--- src/rtl/mips_mem_pkg.sv ---
// Shared types and default widths for the IF/MEM unified memory arbiter.
package mips_mem_pkg;

  localparam int unsigned ADDR_W_DEF  = 32;
  localparam int unsigned DATA_W_DEF  = 32;
  localparam int unsigned TIMEOUT_DEF = 64;

  typedef enum logic [1:0] {
    IDLE    = 2'd0,
    BUSY_IF = 2'd1,
    BUSY_D  = 2'd2,
    RESP    = 2'd3
  } arb_state_t;

  typedef enum logic {
    GRANT_IF = 1'b0,
    GRANT_D  = 1'b1
  } grant_t;

endpackage

--- src/rtl/mips_mem_timeout.sv ---
// Busy-cycle counter: flags the last allowed busy cycle of a transaction.
module mips_mem_timeout #(
  parameter int unsigned TIMEOUT = 64
) (
  input  logic clk,
  input  logic rst,
  input  logic clr,
  input  logic en,
  output logic expired
);

  localparam int unsigned CNT_W = (TIMEOUT > 1) ? $clog2(TIMEOUT) : 1;
  localparam logic [CNT_W-1:0] LAST = CNT_W'(TIMEOUT - 1);

  logic [CNT_W-1:0] cnt_q, cnt_d;

  // Expire on the TIMEOUT-th enabled cycle; TIMEOUT of 0 never expires.
  assign expired = (TIMEOUT != 0) && en && !clr && (cnt_q == LAST);

  // Next count: cleared outside busy, advanced while busy.
  always_comb begin
    cnt_d = cnt_q;
    if (clr) begin
      cnt_d = '0;
    end else if (en && !expired) begin
      cnt_d = cnt_q + CNT_W'(1);
    end
  end

  // Count register.
  always_ff @(posedge clk) begin
    if (rst) cnt_q <= '0;
    else     cnt_q <= cnt_d;
  end

endmodule

--- src/rtl/mips_mem_arbiter.sv ---
// Arbitrates IF fetches and MEM loads/stores onto one variable-latency memory port.
module mips_mem_arbiter
  import mips_mem_pkg::*;
#(
  parameter int unsigned ADDR_W  = ADDR_W_DEF,
  parameter int unsigned DATA_W  = DATA_W_DEF,
  parameter int unsigned TIMEOUT = TIMEOUT_DEF
) (
  input  logic              clk,
  input  logic              rst,
  input  logic              if_req,
  input  logic [ADDR_W-1:0] if_addr,
  input  logic              if_flush,
  output logic              if_ack,
  output logic [DATA_W-1:0] if_rdata,
  output logic              if_stall,
  input  logic              d_read,
  input  logic              d_write,
  input  logic [ADDR_W-1:0] d_addr,
  input  logic [DATA_W-1:0] d_wdata,
  output logic              d_ack,
  output logic [DATA_W-1:0] d_rdata,
  output logic              d_stall,
  output logic              bus_err,
  output logic              mem_req,
  output logic              mem_we,
  output logic [ADDR_W-1:0] mem_addr,
  output logic [DATA_W-1:0] mem_wdata,
  input  logic              mem_ack,
  input  logic [DATA_W-1:0] mem_rdata
);

  arb_state_t        state_q, state_d;
  grant_t            grant_q, grant_d;
  logic              drop_q, drop_d;
  logic              mem_req_q, mem_req_d;
  logic              mem_we_q, mem_we_d;
  logic [ADDR_W-1:0] mem_addr_q, mem_addr_d;
  logic [DATA_W-1:0] mem_wdata_q, mem_wdata_d;
  logic              if_ack_q, if_ack_d;
  logic              d_ack_q, d_ack_d;
  logic              bus_err_q, bus_err_d;
  logic [DATA_W-1:0] if_rdata_q, if_rdata_d;
  logic [DATA_W-1:0] d_rdata_q, d_rdata_d;

  logic if_pend, d_pend, busy, timed_out, drop_now;

  assign if_pend  = if_req & ~if_flush;
  assign d_pend   = d_read | d_write;
  assign busy     = (state_q == BUSY_IF) || (state_q == BUSY_D);
  assign drop_now = drop_q | if_flush;

  mips_mem_timeout #(.TIMEOUT(TIMEOUT)) u_timeout (
    .clk     (clk),
    .rst     (rst),
    .clr     (~busy),
    .en      (busy),
    .expired (timed_out)
  );

  // Next-state and output computation for the arbiter FSM.
  always_comb begin
    state_d     = state_q;
    grant_d     = grant_q;
    drop_d      = drop_q;
    mem_req_d   = mem_req_q;
    mem_we_d    = mem_we_q;
    mem_addr_d  = mem_addr_q;
    mem_wdata_d = mem_wdata_q;
    if_ack_d    = 1'b0;
    d_ack_d     = 1'b0;
    bus_err_d   = 1'b0;
    if_rdata_d  = if_rdata_q;
    d_rdata_d   = d_rdata_q;
    unique case (state_q)
      IDLE: begin
        // On a tie the requester that was not served last wins.
        if (d_pend && (!if_pend || grant_q == GRANT_IF)) begin
          grant_d     = GRANT_D;
          mem_req_d   = 1'b1;
          mem_we_d    = d_write;
          mem_addr_d  = d_addr;
          mem_wdata_d = d_wdata;
          state_d     = BUSY_D;
        end else if (if_pend) begin
          grant_d    = GRANT_IF;
          mem_req_d  = 1'b1;
          mem_we_d   = 1'b0;
          mem_addr_d = if_addr;
          state_d    = BUSY_IF;
        end
      end
      BUSY_IF: begin
        drop_d = drop_now;
        if (mem_ack || timed_out) begin
          mem_req_d = 1'b0;
          state_d   = RESP;
          if (!drop_now) begin
            if_ack_d   = 1'b1;
            bus_err_d  = ~mem_ack;
            if_rdata_d = mem_ack ? mem_rdata : '0;
          end
        end
      end
      BUSY_D: begin
        if (mem_ack || timed_out) begin
          mem_req_d = 1'b0;
          state_d   = RESP;
          d_ack_d   = 1'b1;
          bus_err_d = ~mem_ack;
          if (!mem_ack)      d_rdata_d = '0;
          else if (!mem_we_q) d_rdata_d = mem_rdata;
        end
      end
      RESP: begin
        drop_d  = 1'b0;
        state_d = IDLE;
      end
      default: state_d = IDLE;
    endcase
  end

  // State and output registers.
  always_ff @(posedge clk) begin
    if (rst) begin
      state_q     <= IDLE;
      grant_q     <= GRANT_IF;
      drop_q      <= 1'b0;
      mem_req_q   <= 1'b0;
      mem_we_q    <= 1'b0;
      mem_addr_q  <= '0;
      mem_wdata_q <= '0;
      if_ack_q    <= 1'b0;
      d_ack_q     <= 1'b0;
      bus_err_q   <= 1'b0;
      if_rdata_q  <= '0;
      d_rdata_q   <= '0;
    end else begin
      state_q     <= state_d;
      grant_q     <= grant_d;
      drop_q      <= drop_d;
      mem_req_q   <= mem_req_d;
      mem_we_q    <= mem_we_d;
      mem_addr_q  <= mem_addr_d;
      mem_wdata_q <= mem_wdata_d;
      if_ack_q    <= if_ack_d;
      d_ack_q     <= d_ack_d;
      bus_err_q   <= bus_err_d;
      if_rdata_q  <= if_rdata_d;
      d_rdata_q   <= d_rdata_d;
    end
  end

  assign mem_req   = mem_req_q;
  assign mem_we    = mem_we_q;
  assign mem_addr  = mem_addr_q;
  assign mem_wdata = mem_wdata_q;
  assign if_ack    = if_ack_q;
  assign d_ack     = d_ack_q;
  assign bus_err   = bus_err_q;
  assign if_rdata  = if_rdata_q;
  assign d_rdata   = d_rdata_q;

  // Stalls are combinational so the pipeline sees them in the request cycle.
  assign if_stall = ~rst & if_req & ~if_ack_q;
  assign d_stall  = ~rst & (d_read | d_write) & ~d_ack_q;

endmodule

--- config.mk ---
export PLATFORM = sky130hd
export DESIGN_NAME = mips_mem_arbiter
export DESIGN_NICKNAME = d
export VERILOG_FILES = /design/src/rtl/mips_mem_pkg.sv /design/src/rtl/mips_mem_timeout.sv /design/src/rtl/mips_mem_arbiter.sv
export SDC_FILE = /design/constraint.sdc
export NUM_CORES = 1
export LEC_CHECK = 0
export BUFFER_PORTS_ARGS = -buffer_cell sky130_fd_sc_hd__buf_2
export CAP_MARGIN = 0
export CORE_MARGIN = 2
export CORE_UTILIZATION = 30
export CTS_CLUSTER_SIZE = 8
export DETAILED_ROUTE_END_ITERATION = 10
export SKIP_CTS_REPAIR_TIMING = 1
export SLEW_MARGIN = 20
export SYNTH_ARGS = -nofsm -noshare
export SYNTH_HDL_FRONTEND = slang
export SYNTH_SLANG_ARGS = --single-unit
--- constraint.sdc ---
create_clock -name clk -period 1.9 [get_ports clk]
set_input_delay 0.285 -clock clk [delete_from_list [all_inputs] [get_ports clk]]
set_output_delay 0.285 -clock clk [all_outputs]
set_load 0.02 [all_outputs]
* Word-level counts from Yosys, hierarchy flattened
Index checks and enable logic that the tools add are counted.
** Storage, ports and cells
- Word-level logic and storage cells :: 84
- Flip-flop bits (word level) :: 143
- Bits of input ports :: 135
- Output and inout port bits :: 135
** Cells by class
- Equal/unequal tests :: 7
- Multiplexer cells :: 23
- Bitwise operators :: 18
- $add $sub $neg :: 1
- Reduce and logical (&&, ||, !) cells :: 22
** Operators by type and width (count)
- $mux W32 :: 5
- $mux W1 :: 11
- $not A1 Y1 :: 11
- $reduce_and A3 Y1 :: 3
- $add A6 B1 Y6 const B :: 1
- $eq A6 B6 Y1 const B :: 1
- $mux W2 :: 3
- $pmux W1 S2 :: 3
- $pmux W2 S3 :: 1
- $reduce_and A2 Y1 :: 3
- $reduce_bool A2 Y1 :: 3
- $reduce_or A2 Y1 :: 3
- $and A1 B1 Y1 :: 5
- $eq A2 B2 Y1 const B :: 2
- $logic_and A1 B1 Y1 :: 3
- $logic_or A1 B1 Y1 :: 3
- $ne A3 B3 Y1 const B :: 1
- $reduce_or A3 Y1 :: 1
- $eq A2 B1 Y1 const B :: 1
- $logic_not A1 Y1 :: 2
- $logic_not A2 Y1 :: 1
- $ne A2 B1 Y1 const B :: 1
- $ne A2 B2 Y1 const B :: 1
- $or A1 B1 Y1 :: 2

* Logic depth before layout (Yosys ltp)
- Depth in word-level cells :: 7
- Depth in mapped cells :: 8

* Hierarchy
Synthesis repeated with hierarchy kept, for this count alone.
** Second synthesis, totals
- Cell total of the unflattened synthesis :: 627
- Area, all modules :: 5611.6 um2
** Modules (own cells, without submodules)
- mips_mem_arbiter :: instances 1, cells an instance 593, seq. area each 2742.6 um2, area each 5303.8 um2
- mips_mem_timeout :: instances 1, cells an instance 34, seq. area each 120.1 um2, area each 307.8 um2

* Worst setup path before layout
No wires, ideal clock.
- Path type :: reg-to-reg
- From :: register state_q[1]
- To :: register d_rdata_q[10], in the netlist d_rdata[10]
- Buffers on the path :: 1
- Stages on the path, launching flop included :: 8
- Path slack :: 138 ps
- Required time :: 1783 ps
- Arrival time :: 1645 ps
- Period minus slack after synthesis :: 1762 ps
- Cells stage by stage :: dfxtp_1 -> inv_1 -> ha_1 -> inv_2 -> o41ai_1 -> a21oi_1 -> buf_2 -> a22o_1
** Between the ends
- Cells in the longest elaborated chain, start to end :: 5
** RTL lines
- start, declared :: RTL line mips_mem_arbiter.sv:33 : arb_state_t state_q, state_d;
- start signal, assigned :: RTL line mips_mem_arbiter.sv:139 : state_q <= state_d;
- $eq A2 B1 Y1 / $eq A2 B2 Y1 (equally long branches) :: RTL line mips_mem_arbiter.sv:50, mips_mem_arbiter.sv:75
- $logic_or A1 B1 Y1 :: RTL line mips_mem_arbiter.sv:50 : assign busy = (state_q == BUSY_IF) || (state_q == BUSY_D);
- $logic_and A1 B1 Y1 :: RTL line mips_mem_timeout.sv:18 : assign expired = (TIMEOUT != 0) && en && !clr && (cnt_q == LAST);
- $logic_or A1 B1 Y1 :: RTL line mips_mem_arbiter.sv:106 : if (mem_ack || timed_out) begin
- $reduce_and A3 Y1 (no source line) *
- end signal, assigned :: RTL line mips_mem_arbiter.sv:150 : d_rdata_q <= d_rdata_d;
- end, declared :: RTL line mips_mem_arbiter.sv:44 : logic [DATA_W-1:0] d_rdata_q, d_rdata_d;
Mark *: on every way between the ends. The rest lies on a longest branch, timed or not.
A chain may end at the register's enable or synchronous reset.

* Worst setup path in the final report
- From :: register state_q[0]
- To :: register d_rdata_q[28], in the netlist d_rdata[28]
The elaborated chain is that of the path after synthesis.

==> metrics.md <==
| Metric | Value |
|---|---|
| Upper clock frequency limit | 0.570 GHz |
| Initial core utilization | 30.7% |
| Worst slew pin tran | 0.525 ns |
| WL per Instance | 14.6 um |
| Sequential Power Share | between 30 and 40% |
| Vias | 5183 |
| Final period util | between 90% and 100% |
| Vias in the first global route | 4687 |
| Detailed Route Iter0 Violations | 237 |
| Die height | 143 um |
| Layout fillers | 1881 |
| Sequential fraction of the synthesis area | 49.7% |
| Die X | between 100 and 150 um |
| Crit end category | flop |
| Area leader, netlist | dfxtp_1 |
| RR Endpoint | d_rdata[28] |
| Post-synth EDFFs | 0 |
| Syn Inst Count | 595 |
| Int Pwr | 6.80 mW |
| Power per cell area | 1340 nW/um^2 |
| Global-route wire length before repair | 24.6 mm |
| Worst skew pair latency | 0.42 ns |
| Ports | 270 |
| Detail Route Antenna Nets | 0 |
| # port buffers | 269 |
| RR Startpoint | state_q[0] |
| P_sw | 3.79 mW |
| Placement Cell Area | 7340 sq um |
| GP Congestion | about 0.76 |
| Final nets | 988 |
| Clock skew | ~0.0087 ns |
| CTS tree | done |
| Most numerous cell in the Yosys netlist | dfxtp_1 |
| Pin count of the biggest net entering global routing | 67 |
| Clock tree root driver cell | clkbuf_16 |
| Crit-path slowest cell | dfxtp_1 |
| Tot GR Track Use | 15.3% |
| Share of layout cells above drive strength 1 | 41.1% |
| Initial antenna violation count | 0 |
| VDD IR max | 0.000718 V |
| Area of the multi-input gates | 2620 sq um |
| Largest cells by area after synthesis | dfxtp_1 (50%), a311oi_2 (7.3%), nand2_1 (6.6%) |
| Area Overhead vs Synth | 37.3% |
| Ant diodes | 0 |
| Worst Setup EP | d_rdata[28] |
| Total negative slack | 0 ns |
| Syn Nets | 736 |
| Drt first pass iters | 5 |
| Register area | 2860 sq um |
| Deepest clock path buffer count | 2 |
| Worst-path clk slew | 0.06 ns |
| Cell variety after synth | 39 |
| HPWL after DPL | 11.4 mm |
| Routed wire length | 16.0 mm |
| Prevailing post-synth register cell | dfxtp_1 |
| CP arrival | approximately 2.1 ns |
| Top cells by count, synth | dfxtp_1 (143), nand2_1 (101), a21oi_1 (75) |
| Hold Crit Class | in -> reg |
| Ys async rst share | 0% |
| Startpoint Class | flop |
| Htree depth | 4 |
| Warnings from Yosys | 0 |
| Status | complete, no violations |
| Post-route cell area | 7910 sq um |
| Dpl cells | roughly 1100 |
| R2R setup slack | 0.14 ns |
| Leak | 3.63 nW |
| Rows | 50 |
| Post-Layout Cell Count | 1093 |
| Syn avg cell area | 9.68 sq um |
| Max-Cap Viols | 0 |
| CORE AREA | 18800 sq um |
| Cell area after synthesis | around 5800 sq um |
| TritonCTS Buffers | 17 |
| Net Sw Frac | 35.8% |
| Crit-path cells | inv_1 -> ha_1 -> inv_2 -> o41ai_2 -> a21oi_2 -> buf_12 -> a22o_1 |
| Min cycle time layout | 1.76 ns |
| Die Area | 20300 sq um |
| Data required, critical path | ~2.2 ns |
| Clock share of power | 29.7% |
| Post-synth top area share | about half |
| Grt total ovfl | 0 |
| Worst Path Max Fanout | 32 |
| DRC viols | 0 |
| Comb power frac | about 34% |
| Max-slew headroom | 65.0% |
| RSZ-0062 raised after global routing | no |
| Kind of critical path | reg -> reg |
| CTS Sinks | 143 |
| Final hold vios | 0 |
| Max Slew Vio Count | 0 |
| #FFs+latches synth | between 100 and 150 |
| Slowest Stage Delay on Critical Path | 0.35 ns |
| Drt via density | 4.74 |
| R2R depth | 7 |
| CP startpoint | state_q[0] |
| Finish-stage setup viols | 0 |
-- area by class of cell --
type	count	share of cell area (%)
Timing Repair Buffer	285	19.7
Sequential cell	143	36.2
Multi-Input combinational cell	396	33.2
Clock buffer	22	5.99
Inverter	4	0.190
Clock inverter	9	1.08
Tap cell	234	3.70
-- placed cells by master, fill, tap and decap left out, types with 2 or more instances in the layout --
cell type     n
a22o_1       32
nand2_1     101
nand2b_1      6
and3_1        2
dfxtp_1     143
buf_12        7
nor3b_1       2
a31o_2        2
a311oi_2     28
buf_4        10
nand3_1       5
nor2_1       39
clkbuf_8      3
and2_2        2
a21oi_1      74
a311oi_1      5
ha_1          6
inv_1         3
clkinv_2      3
clkinvlp_4    3
xnor2_1       2
nor3_1        3
clkbuf_1      2
clkbuf_16    17
buf_2       268
mux2i_1      33
o21ai_0       2
a211oi_1     34
a31oi_1       2
nor2b_1       2
-- worst max-delay path, delay by kind of cell (launching register included) --
| family | cells | cell delay, ns |
|---|---|---|
| AOI/OAI and AO/OA | 3 | 0.65 |
| DFF | 1 | 0.35 |
| buffers and inverters | 3 | 0.32 |
| adders and majority gates | 1 | 0.32 |
-- power groups by stage --
stage	combinational, mW	clock [mW]	sequential, mW
3_5_place_dp	3.65	0	3.90
4_1_cts	3.66	3.23	3.85
2_1_floorplan	1.78	0	4.53
5_1_grt	3.96	3.37	3.92
6_report	3.60	3.15	3.84
3_3_place_gp	3.63	0	3.89
-- worst min path at each step --
| stage | from | to | slack, ns | cells past startpoint |
|---|---|---|---|---|
| floorplan | mem_rdata[0] | d_rdata[0] | 0.42 | 1 |
| global placement | mem_wdata[7] | mem_wdata[7] | 0.44 | 2 |
| detailed placement | mem_wdata[4] | mem_wdata[4] | 0.44 | 2 |
| CTS | d_wdata[2] | mem_wdata[2] | 0.08 | 3 |
| global route | d_wdata[12] | mem_wdata[12] | 0.08 | 3 |
| finish | d_wdata[2] | mem_wdata[2] | 0.10 | 3 |
-- registers in the layout, summed over array words and instances (netlist names) --
signal,cells
state_q,2
d_ack,1
d_rdata,32
mem_wdata,32
if_ack,1
mem_we,1
bus_err,1
if_rdata,32
drop_q,1
mem_req,1
mem_addr,32
grant_q,1
u_timeout.cnt_q,6
-- through the flow --
stage / worst slack (ns) / util, % / power, mW / hold slack, ns
after floorplan: 0.138 / - / 6.31 / 0.418
after global placement: 0.0970 / 39.1 / 7.52 / 0.440
after detailed placement: 0.0823 / 39.1 / 7.55 / 0.443
after CTS: 0.0719 / 42.1 / 10.7 / 0.0819
after global routing: 0.0224 / 42.1 / 11.2 / 0.0816
final: 0.145 / 42.1 / 10.6 / 0.100
-- logic make-up (layout without fill, tap and decap cells) --
kind of cell / after synthesis / in the layout / synth area share [%]
adder cells (fa/ha/maj): 6 / 6 / 1.30
multiplexers: 33 / 33 / 5.73
XOR/XNOR: 2 / 2 / 0.304
AND/OR/NAND/NOR: 170 / 170 / 12.5
AO/OA/AOI/OAI: 185 / 185 / 25.3
flip-flops: 143 / 143 / 49.7
buffers and inverters: 56 / 320 / 5.17
-- metal layers --
layer	global-route usage (%)	wire, um	vias up
met4	6.36	391	0
met3	4.64	855	20
met2	24.4	7820	150
li1	-	-	2651
met5	0	0	-
met1	19.2	6900	2362
Note: power is estimated with default switching activity, not from simulation.
